File: config.mk
export PLATFORM = sky130hd
export DESIGN_NAME = mmio_bridge
export DESIGN_NICKNAME = d
export VERILOG_FILES = /design/src/rtl/mmio_bridge_pkg.sv /design/src/rtl/mmio_timer.sv /design/src/rtl/mmio_bridge.sv
export SDC_FILE = /design/constraint.sdc
export NUM_CORES = 1
export LEC_CHECK = 0
export CORE_MARGIN = 4
export CORE_UTILIZATION = 50
export DETAILED_ROUTE_END_ITERATION = 12
export GPL_TIMING_DRIVEN = 1
export PLACE_DENSITY = 0.88
export RECOVER_POWER = 25
export SYNTH_ARGS = -nofsm -noshare
export SYNTH_HDL_FRONTEND = slang
export SYNTH_HIERARCHICAL = 1
export SYNTH_SLANG_ARGS = --single-unit
File: constraint.sdc
create_clock -name clk -period 8 [get_ports clk]
set_clock_uncertainty 0.05 [all_clocks]
set_input_delay 1.6 -clock clk [delete_from_list [all_inputs] [get_ports clk]]
set_output_delay 1.6 -clock clk [all_outputs]
set_load 0.005 [all_outputs]
File: src/rtl/mmio_bridge_pkg.sv
// +--------------------------------------------------------------------+
// | mmio_bridge_pkg: shared constants for the CPU data-port MMIO bridge |
// | Rev 1.0                                                             |
// +--------------------------------------------------------------------+
`default_nettype none

package mmio_bridge_pkg;

  localparam logic [3:0] MMIO_NIB = 4'hF;

  // Word offsets taken from dataadr[7:2]
  localparam logic [5:0] OFF_LED   = 6'h00;
  localparam logic [5:0] OFF_SW    = 6'h01;
  localparam logic [5:0] OFF_TCNT  = 6'h02;
  localparam logic [5:0] OFF_TCMP  = 6'h03;
  localparam logic [5:0] OFF_TCTRL = 6'h04;
  localparam logic [5:0] OFF_TSTAT = 6'h05;

  localparam int EN_B    = 0;
  localparam int AR_B    = 1;
  localparam int IE_B    = 2;
  localparam int TCTRL_W = 3;

endpackage

`default_nettype wire

File: src/rtl/mmio_timer.sv
// +--------------------------------------------------------------------+
// | mmio_timer: 32-bit compare timer with one-shot/auto-reload and IRQ  |
// | Rev 1.0                                                             |
// +--------------------------------------------------------------------+
`default_nettype none

module mmio_timer
  import mmio_bridge_pkg::*;
(
  input  logic               clk,
  input  logic               rst,
  input  logic               tcnt_we,
  input  logic               tcmp_we,
  input  logic               tctrl_we,
  input  logic               tstat_we,
  input  logic [31:0]        wdata,
  output logic [31:0]        tcnt,
  output logic [31:0]        tcmp,
  output logic [TCTRL_W-1:0] tctrl,
  output logic               match,
  output logic               irq
);

  logic [31:0]        tcnt_q, tcnt_d;
  logic [31:0]        tcmp_q, tcmp_d;
  logic [TCTRL_W-1:0] tctrl_q, tctrl_d;
  logic               match_q, match_d;
  logic               hit;

  always_comb begin
    hit     = tctrl_q[EN_B] & (tcnt_q == tcmp_q);
    tcnt_d  = tcnt_q;
    tcmp_d  = tcmp_q;
    tctrl_d = tctrl_q;
    match_d = match_q;

    if (tctrl_q[EN_B]) begin
      if (!hit) begin
        tcnt_d = tcnt_q + 32'd1;
      end else if (tctrl_q[AR_B]) begin
        tcnt_d = '0;
      end else begin
        tctrl_d[EN_B] = 1'b0;
      end
    end

    if (tstat_we && wdata[0]) begin
      match_d = 1'b0;
    end
    // A hardware match outranks a same-cycle clear so no event is lost.
    if (hit) begin
      match_d = 1'b1;
    end

    // CPU writes override the hardware update in the same cycle.
    if (tcnt_we) begin
      tcnt_d = wdata;
    end
    if (tcmp_we) begin
      tcmp_d = wdata;
    end
    if (tctrl_we) begin
      tctrl_d = wdata[TCTRL_W-1:0];
    end
  end

  always_ff @(posedge clk) begin
    if (rst) begin
      tcnt_q  <= '0;
      tcmp_q  <= 32'hFFFF_FFFF;
      tctrl_q <= '0;
      match_q <= 1'b0;
    end else begin
      tcnt_q  <= tcnt_d;
      tcmp_q  <= tcmp_d;
      tctrl_q <= tctrl_d;
      match_q <= match_d;
    end
  end

  assign tcnt  = tcnt_q;
  assign tcmp  = tcmp_q;
  assign tctrl = tctrl_q;
  assign match = match_q;
  assign irq   = match_q & tctrl_q[IE_B];

endmodule

`default_nettype wire

File: src/rtl/mmio_bridge.sv
// +--------------------------------------------------------------------+
// | mmio_bridge: routes CPU data accesses to BRAM or to LED/SW/timer    |
// | Rev 1.0                                                             |
// +--------------------------------------------------------------------+
`default_nettype none

module mmio_bridge #(
  parameter logic [3:0] MMIO_NIB = mmio_bridge_pkg::MMIO_NIB,
  parameter int          LED_W    = 16,
  parameter int          SW_W     = 16
) (
  input  logic             clk,
  input  logic             rst,
  input  logic             memen,
  input  logic             memwrite,
  input  logic [31:0]      dataadr,
  input  logic [31:0]      writedata,
  output logic [31:0]      readdata,
  output logic             dmem_en,
  output logic [3:0]       dmem_we,
  output logic [31:0]      dmem_addr,
  output logic [31:0]      dmem_wdata,
  input  logic [31:0]      dmem_rdata,
  input  logic [SW_W-1:0]  sw,
  output logic [LED_W-1:0] led,
  output logic             timer_irq
);

  import mmio_bridge_pkg::*;

  logic               mmio_sel;
  logic               mmio_wr;
  logic [5:0]         off;
  logic [31:0]        mmio_rd;
  logic [LED_W-1:0]   led_q, led_d;
  logic [SW_W-1:0]    sw_s1_q, sw_s2_q;
  logic [31:0]        tcnt, tcmp;
  logic [TCTRL_W-1:0] tctrl;
  logic               match;

  assign mmio_sel = memen & (dataadr[31:28] == MMIO_NIB);
  assign mmio_wr  = mmio_sel & memwrite;
  assign off      = dataadr[7:2];

  assign dmem_en    = memen & ~mmio_sel;
  assign dmem_we    = {4{memwrite & memen & ~mmio_sel}};
  assign dmem_addr  = dataadr;
  assign dmem_wdata = writedata;

  always_comb begin
    led_d = led_q;
    if (mmio_wr && off == OFF_LED) begin
      led_d = writedata[LED_W-1:0];
    end
  end

  always_ff @(posedge clk) begin
    if (rst) begin
      led_q   <= '0;
      sw_s1_q <= '0;
      sw_s2_q <= '0;
    end else begin
      led_q   <= led_d;
      sw_s1_q <= sw;
      sw_s2_q <= sw_s1_q;
    end
  end

  mmio_timer u_timer (
    .clk      (clk),
    .rst      (rst),
    .tcnt_we  (mmio_wr && off == OFF_TCNT),
    .tcmp_we  (mmio_wr && off == OFF_TCMP),
    .tctrl_we (mmio_wr && off == OFF_TCTRL),
    .tstat_we (mmio_wr && off == OFF_TSTAT),
    .wdata    (writedata),
    .tcnt     (tcnt),
    .tcmp     (tcmp),
    .tctrl    (tctrl),
    .match    (match),
    .irq      (timer_irq)
  );

  // Zero-latency return path lines up with the BRAM clocked on ~clk.
  always_comb begin
    mmio_rd = '0;
    case (off)
      OFF_LED:   mmio_rd = 32'(led_q);
      OFF_SW:    mmio_rd = 32'(sw_s2_q);
      OFF_TCNT:  mmio_rd = tcnt;
      OFF_TCMP:  mmio_rd = tcmp;
      OFF_TCTRL: mmio_rd = 32'(tctrl);
      OFF_TSTAT: mmio_rd = {31'd0, match};
      default:   mmio_rd = '0;
    endcase
  end

  assign readdata = mmio_sel ? mmio_rd : dmem_rdata;
  assign led      = led_q;

endmodule

`default_nettype wire

Word-level counts from Yosys, hierarchy flattened
Index checks and enable logic that the tools add are counted.
- $add $sub $neg: 1
- equality and inequality tests: 8
- multiplexer cells: 12
- bitwise logic cells: 8
- reductions and logical operators: 10
- operator list (cell ; count):
    one-hot mux 32 bit (6 select lines) ; 1
    two-way mux 32 bit ; 5
    adder 32 x 1 -> 32 bit, second input constant ; 1
    == test 32 bit ; 1
    == test 6 x 2 -> 1 bit, second input constant ; 2
    == test 6 x 3 -> 1 bit, second input constant ; 2
    AND 1 bit ; 7
    == test 6 x 1 -> 1 bit, second input constant ; 1
    logical AND 1 bit ; 6
    logical NOT 6 bit ; 1
    two-way mux 1 bit ; 6
    == test 4 bit, second input constant ; 1
    nonzero test 2 bit ; 2
    != test 3 x 1 -> 1 bit, second input constant ; 1
    AND reduction 2 bit ; 1
    inverter 1 bit ; 1
- register bits after elaboration: 116
- output and inout port bits: 118
- logic and storage cells: 47

Logic depth before layout (Yosys ltp)
Gate-level depths: netlist of the first run.
- depth after elaboration: 7
- gate-level depth with buffers: 11

By module
The synthesis of the first run kept the hierarchy.
- by module, submodules not included (module ; times used ; cells an instance ; area an instance (µm²) ; seq. area each (µm²)):
    mmio_timer ; 1 ; 463 ; 3886.2 ; 1361.3
    mmio_bridge ; 1 ; 355 ; 3042.9 ; 960.9

Worst setup path before layout of the first run
Ideal clock, no wire load.
- path type: input-to-output
- start: input port dataadr[4]
- end: output port readdata[22]
- arrival time: 3.001 ns
- required time: 6.350 ns
- path slack: 3.349 ns
- stages: 7
- cell sequence: buf_2 nor4_1 and3_1 buf_2 buf_2 a22oi_1 o21ai_0
- word-level cells in the longest chain between the ends: 3
- RTL lines (what ; RTL line ; RTL):
    start: declaration ; mmio_bridge.sv:16 ; input logic [31:0] dataadr,
    == test 6 x 3 -> 1 bit, or another cell as far along ; mmio_bridge.sv:87 ; case (off)
    one-hot mux 32 bit (6 select lines) * ; mmio_bridge.sv:87 ;
    two-way mux 32 bit * ; mmio_bridge.sv:98 ; assign readdata = mmio_sel ? mmio_rd : dmem_rdata;
    end: declaration ; mmio_bridge.sv:18 ; output logic [31:0] readdata,
Every way passes the cells marked *; elsewhere a longest branch is shown, timed or not.

==> metrics.md, run 1 <==
| Metric | Value |
|---|---|
| Gpl congestion | `1.00` |
| Dpl cells | `1061` |
| Seq/Total Area, Yosys | `33.5%` |
| #FFs+latches synth | `116` |
| Largest cells by area after synthesis | `dfxtp_1, buf_4, mux2i_1` |
| Final TNS setup | `0 ns` |
| Initial antenna violation count | `0` |
| Drt first pass iters | `7` |
| Die area | `0.0158 mm^2` |
| Fin util | `66.7%` |
| Top-count cell post-synth | `dfxtp_1` |
| Fmax | `153 MHz` |
| Wire length per cell | `18.6 um` |
| Req. time, crit path | `8.24 ns` |
| All-Layer GR Usage | `24.6%` |
| Final Non-Filler Cells | `1092` |
| Synth Area in Compound Gates | `19.0%` |
| Clk_lat worst skew | `0.41 ns` |
| Final Setup Violations | `0` |
| Mux contribution to synthesized area | `7.46%` |
| Critical path's slowest cell | `clkbuf_1` |
| Vias in the first global route | `6184` |
| Async S/R FF share, synth | `0%` |
| Failing checks | `capacitance limit, slew limit` |
| Crit-path max FO | `101` |
| Die Span Y | `126 um` |
| Hold buffers post-CTS | `0` |
| Worst slew pin tran | `4.42 ns` |
| Via/cell ratio | `5.93` |
| Crit Path Class | `primary input to flop` |
| Htree depth | `4` |
| First-pass GRT wire length | `32.1 mm` |
| Design Area, Final | `0.00894 mm^2` |
| Total Routed Length | `20.3 mm` |
| XOR/XNOR Fraction of Synth Area | `5.44%` |
| Hpwl dp | `14.1 mm` |
| Mean Syn Cell Area | `8.47 um^2` |
| VDD IR max | `116 uV` |
| Setup ws final | `1.48 ns` |
| Port Buffers | `189` |
| Crit path DAT | `6.76 ns` |
| Top_reg_cell synth | `dfxtp_1` |
| Root Buffer | `clkbuf_16` |
| Slew Viols, Final | `102` |
| # rows | `42` |
| Commonest cells post-synth | `dfxtp_1, buf_4, nor2b_1` |
| Post_cts resized | `0` |
| DR vias | `6471` |
| Area grow syn2layout | `29.0%` |
| Worst path cell trace | `clkbuf_1, nor2_1, buf_4, and2_1, a41oi_1, o21ai_0` |
| Final-stage net count | `1021` |
| GRT met1 Usage | `32.0%` |
| Inserted Diodes | `0` |
| Dpl cell area | `0.00830 mm^2` |
| DR iter-0 viols | `659` |
| Largest family of logic cells by synthesized area | `simple AND/OR/NAND/NOR gates` |
| Outcome | `complete, but fails checks` |
| Ys Warns | `6` |
| Number of setup buffers added after CTS | `0` |
| Crit path max-delay family | `buffers and inverters` |
| Top cell type's share of synthesized area | `33.5%` |
| Io pins | `234` |
| Post-route DRC violation count | `0` |
| Layout cells sized above 1 | `5.68%` |
| Synth unique cells | `54` |
| Num CTS Buffers | `17` |
| Die X | `126 um` |
| Gr ovfl total | `0` |
| Hold crit path type | `flop to flop` |
| CTS tree | `done` |
| Power Density | `178 mW/mm^2` |
| Mapped Cells | `818` |
| Pin count of the biggest net entering global routing | `102` |
| Slew headroom | `-195%` |
| Area share of and/or/nand/nor cells after synthesis | `22.2%` |
| Hold Slack | `0.382 ns` |
| Place WS | `1.93 ns` |
| GRT Max-Usage Layer | `met2` |
| GR Layer Usage met3 | `6.82%` |
| CP Launch Type | `primary input` |
| EDFF count, synth | `0` |
| Syn Std Cell Area | `0.00693 mm^2` |
| Period Utilization, post-route | `81.5%` |
| Detail Route Antenna Nets | `0` |
| Crit path buffers/inverters | `2` |
| Lkg Pwr | `3.19 nW` |
| Initial core utilization | `51.7%` |
| GR Util met2 | `39.3%` |
| Max_cap viols | `1` |
| Largest stage delay on the critical path | `3.03 ns` |
| Hold Vio Cnt, Final | `0` |
| Power consumption | `1.59 mW` |
| Clk sinks | `116` |
| Crit path time final | `6.52 ns` |
| Clock transition at path regs | `0.05 ns` |
| Synth Area in Adders | `0.181%` |
| Syn_nets | `935` |
| Post-synth top area cell | `dfxtp_1` |
| Critical path capture point type | `flop` |
| RSZ-0062 raised after global routing | `no` |
| Clock tree buffer depth | `2` |
| Core area | `0.0134 mm^2` |
==> flip-flops by register name, summed over array words and instances, names as in the netlist <==
name and count:
u_timer/tcmp 32, sw_s2_q 16, u_timer/tcnt 32, u_timer/match 1
u_timer/tctrl 3, sw_s1_q 16, led 16
==> layout make-up <==
cell class,instances,area [um^2]
Timing Repair Buffer,194,1920
Fill cell,1066,4460
Multi-Input combinational cell,556,3760
Tap cell,176,220
Sequential cell,116,2320
Inverter,19,71.3
Clock inverter,10,205
Clock buffer,21,440
==> layer usage <==
layer  part of all wire (%)  wire, um
met2                     46      9270
met5                      0         0
met4                    2.3       468
met3                    9.4      1910
met1                     43      8640
==> worst register-to-register path: stages (launching register included) <==
cell	delay, ns
dfxtp_1	0.38
xnor2_1	0.35
or4b_4	0.52
nor4_4	0.32
nand3_1	0.94
a221oi_1	0.56
nor3_1	0.09
==> report_power, final <==
part	switching, mW	internal (mW)	leakage (nW)
Sequential	0.00474	0.587	0.943
Clock	0.261	0.581	0.307
Combinational	0.0583	0.0963	1.94
==> logic make-up after synthesis <==
family,count (synthesis)
AO/OA/AOI/OAI,174
XOR/XNOR,43
AND/OR/NAND/NOR,287
buffers and inverters,146
flip-flops,116
adder cells (fa/ha/maj),1
multiplexers,51
==> path summary, 6_finish.rpt <==
path,from,end,slack (ns),depth (start not counted)
min,sw_s1_q[10],sw_s2_q[10],0.38,1
max reg2reg,u_timer/tcnt[21],u_timer/tcnt[10],4.50,6
max,rst,u_timer/tcnt[12],1.48,6
min reg2reg,sw_s1_q[10],sw_s2_q[10],0.38,1
==> cells in the final DEF, fill, tap and decap left out, types with 3 or more instances in the layout <==
cell             instances
clkdlybuf4s50_1        170
mux2i_1                 46
o21ai_0                 26
o22ai_1                 17
inv_1                   18
or3_1                    3
clkbuf_1                 5
buf_4                    5
a211o_1                 32
and3_1                  13
nand2_1                 53
dlygate4sd3_1           17
nor3_1                  12
o21bai_1                 4
a21bo_2                  3
a22o_1                  15
o21a_1                   3
a21oi_1                 10
or4_1                    3
a32oi_1                 19
nand4_1                 27
nand3_1                 26
nor2b_1                 67
nor4_1                   8
dfxtp_1                116
o211ai_1                 7
and2_1                   7
bufinv_16                6
a221oi_1                 4
nor2_1                  55
a22oi_1                 18
clkbuf_16               17
mux2_2                   5
xnor2_1                 28
xor2_1                  15
No activity file was read; power rests on OpenSTA's default activity.
==> run 2, diff against run 1 <==
--- a/config.mk
+++ b/config.mk
@@ -6,10 +6,10 @@
 export NUM_CORES = 1
 export LEC_CHECK = 0
 export CORE_MARGIN = 4
-export CORE_UTILIZATION = 50
+export CORE_UTILIZATION = 47
 export DETAILED_ROUTE_END_ITERATION = 12
 export GPL_TIMING_DRIVEN = 1
-export PLACE_DENSITY = 0.88
+export PLACE_DENSITY = 0.83
 export RECOVER_POWER = 25
 export SYNTH_ARGS = -nofsm -noshare
 export SYNTH_HDL_FRONTEND = slang
==> constraint.sdc (replaced) <==
create_clock -name clk -period 6.4 [get_ports clk]
set_clock_uncertainty 0.05 [all_clocks]
set_input_delay 1.28 -clock clk [delete_from_list [all_inputs] [get_ports clk]]
set_output_delay 1.28 -clock clk [all_outputs]
set_load 0.005 [all_outputs]
==> run 2 against run 1 <==
Sequential cell count did not move. Core utilization fell by 5.2 points. The flow still finishes with violations (capacitance limit, slew limit). Global-route usage fell by 1.3 points. Power rose by 16%. Sequential share of layout area rose by 0.11 points.
==> metrics.md, run 2 (synthesis gave the netlist of run 1 again) <==
| Metric | Value |
|---|---|
| Fmax | `182 MHz` |
| Final Setup Violations | `0` |
| Num CTS Buffers | `17` |
| CP Launch Type | `primary input` |
| Post-route DRC violation count | `0` |
| Drt first pass iters | `6` |
| Layout cells sized above 1 | `6.42%` |
| Hold buffers post-CTS | `0` |
| Area grow syn2layout | `28.5%` |
| Dpl cells | `1071` |
| Crit path DAT | `4.16 ns` |
| VDD IR max | `164 uV` |
| Hold Vio Cnt, Final | `0` |
| Root Buffer | `clkbuf_16` |
| Crit-path max FO | `17` |
| DR vias | `6398` |
| Outcome | `complete, but fails checks` |
| Fin util | `61.5%` |
| Vias in the first global route | `5951` |
| Most common cell on crit path | `clkdlybuf4s50_1` |
| RSZ-0062 raised after global routing | `no` |
| Clk sinks | `116` |
| Worst path cell trace | `clkdlybuf4s50_1, nor4_1, and3_1, a22oi_1, o21ai_0, clkdlybuf4s50_1` |
| # rows | `44` |
| FILL cells | `1210` |
| First-pass GRT wire length | `31.0 mm` |
| Number of setup buffers added after CTS | `0` |
| Inserted Diodes | `0` |
| Initial antenna violation count | `0` |
| Post_cts resized | `0` |
| Via/cell ratio | `5.80` |
| Place WS | `0.949 ns` |
| DR iter-0 viols | `564` |
| Slew Viols, Final | `56` |
| Htree depth | `4` |
| Initial core utilization | `47.9%` |
| Die X | `129 um` |
| Wire length per cell | `17.9 um` |
| Final-stage net count | `1023` |
| Clk_lat worst skew | `0.41 ns` |
| Final Non-Filler Cells | `1103` |
| Die area | `0.0167 mm^2` |
| Period Utilization, post-route | `85.7%` |
| All-Layer GR Usage | `23.3%` |
| Total Routed Length | `19.7 mm` |
| Pin count of the biggest net entering global routing | `65` |
| Failing checks | `capacitance limit, slew limit` |
| Io pins | `234` |
| Slew headroom | `-55.4%` |
| Final TNS setup | `0 ns` |
| Max_cap viols | `1` |
| Hold crit path type | `flop to flop` |
| Largest stage delay on the critical path | `0.68 ns` |
| Worst slew pin tran | `2.33 ns` |
| Crit path buffers/inverters | `2` |
| Crit path time final | `5.49 ns` |
| Clock tree buffer depth | `2` |
| Crit Path Class | `primary input to primary output` |
| Gr ovfl total | `0` |
| Most frequent cells in the layout | `clkdlybuf4s50_1, dfxtp_1, nor2b_1, nor2_1, nand2_1` |
| Lkg Pwr | `3.12 nW` |
| Commonest non-fill, non-tap cell in the layout | `clkdlybuf4s50_1` |
| Gpl congestion | `0.915` |
| Die Span Y | `129 um` |
| Power Density | `207 mW/mm^2` |
| Critical path capture point type | `primary output` |
| CTS tree | `done` |
| Setup ws final | `0.912 ns` |
| Crit path max-delay family | `simple AND/OR/NAND/NOR gates` |
| Hpwl dp | `14.3 mm` |
| Port Buffers | `189` |
| Detail Route Antenna Nets | `0` |
| Critical path's slowest cell | `and3_1` |
| Clock transition at path regs | `0.05 ns` |
| Core area | `0.0145 mm^2` |
| Req. time, crit path | `5.07 ns` |
-- run 2: cell count changes in the layout (fill, tap and decap cells not counted), sizes merged --
cell           delta
clkdlybuf4s50    +13
bufinv            -5
buf               +2
dlygate4sd3      -13
clkinv            +2
clkinvlp          +4
-- run 2: power breakdown --
part / switching, mW / internal, mW / total (mW)
logic: 0.0726 / 0.120 / 0.193
registers: 0.00589 / 0.734 / 0.740
clock network: 0.339 / 0.573 / 0.912
total: 0.417 / 1.43 / 1.85
-- run 2: path summary, 6_finish.rpt --
kind	startpoint	cells past startpoint	slack, ns	endpoint
worst max-delay path	dataadr[4]	6	0.91	readdata[17]
worst min-delay path	sw_s1_q[9]	1	0.38	sw_s2_q[9]
worst max register to register	u_timer/tcnt[21]	6	3.01	u_timer/tcnt[17]
worst min register to register	sw_s1_q[9]	1	0.38	sw_s2_q[9]
-- run 2: final cells by class --
class                      count  area (um^2)  area share [%]
multi-input combinational    556         3760            42.3
sequential                   116         2320            26.1
timing repair buffer         196         1930            21.7
clock buffer                  21          480            5.40
tap                          184          230            2.59
clock inverter                11          103            1.15
inverter                      19         71.3           0.801
-- run 2: per-layer routing --
layer / wire length (um) / global-route usage (%)
met1: 8370 / 30.3
met3: 2000 / 7.09
met2: 8960 / 37.2
met5: 0 / 0
met4: 367 / 7.70
-- run 2: through the flow --
stage	hold WS (ns)	instance area [um^2]	total power [mW]
after CTS	0.384	8910	1.86
final	0.383	8900	1.85
after detailed placement	0.374	8320	0.948
after floorplan	0.364	6930	0.846
after global routing	0.407	8900	1.91
after global placement	0.368	8320	0.945
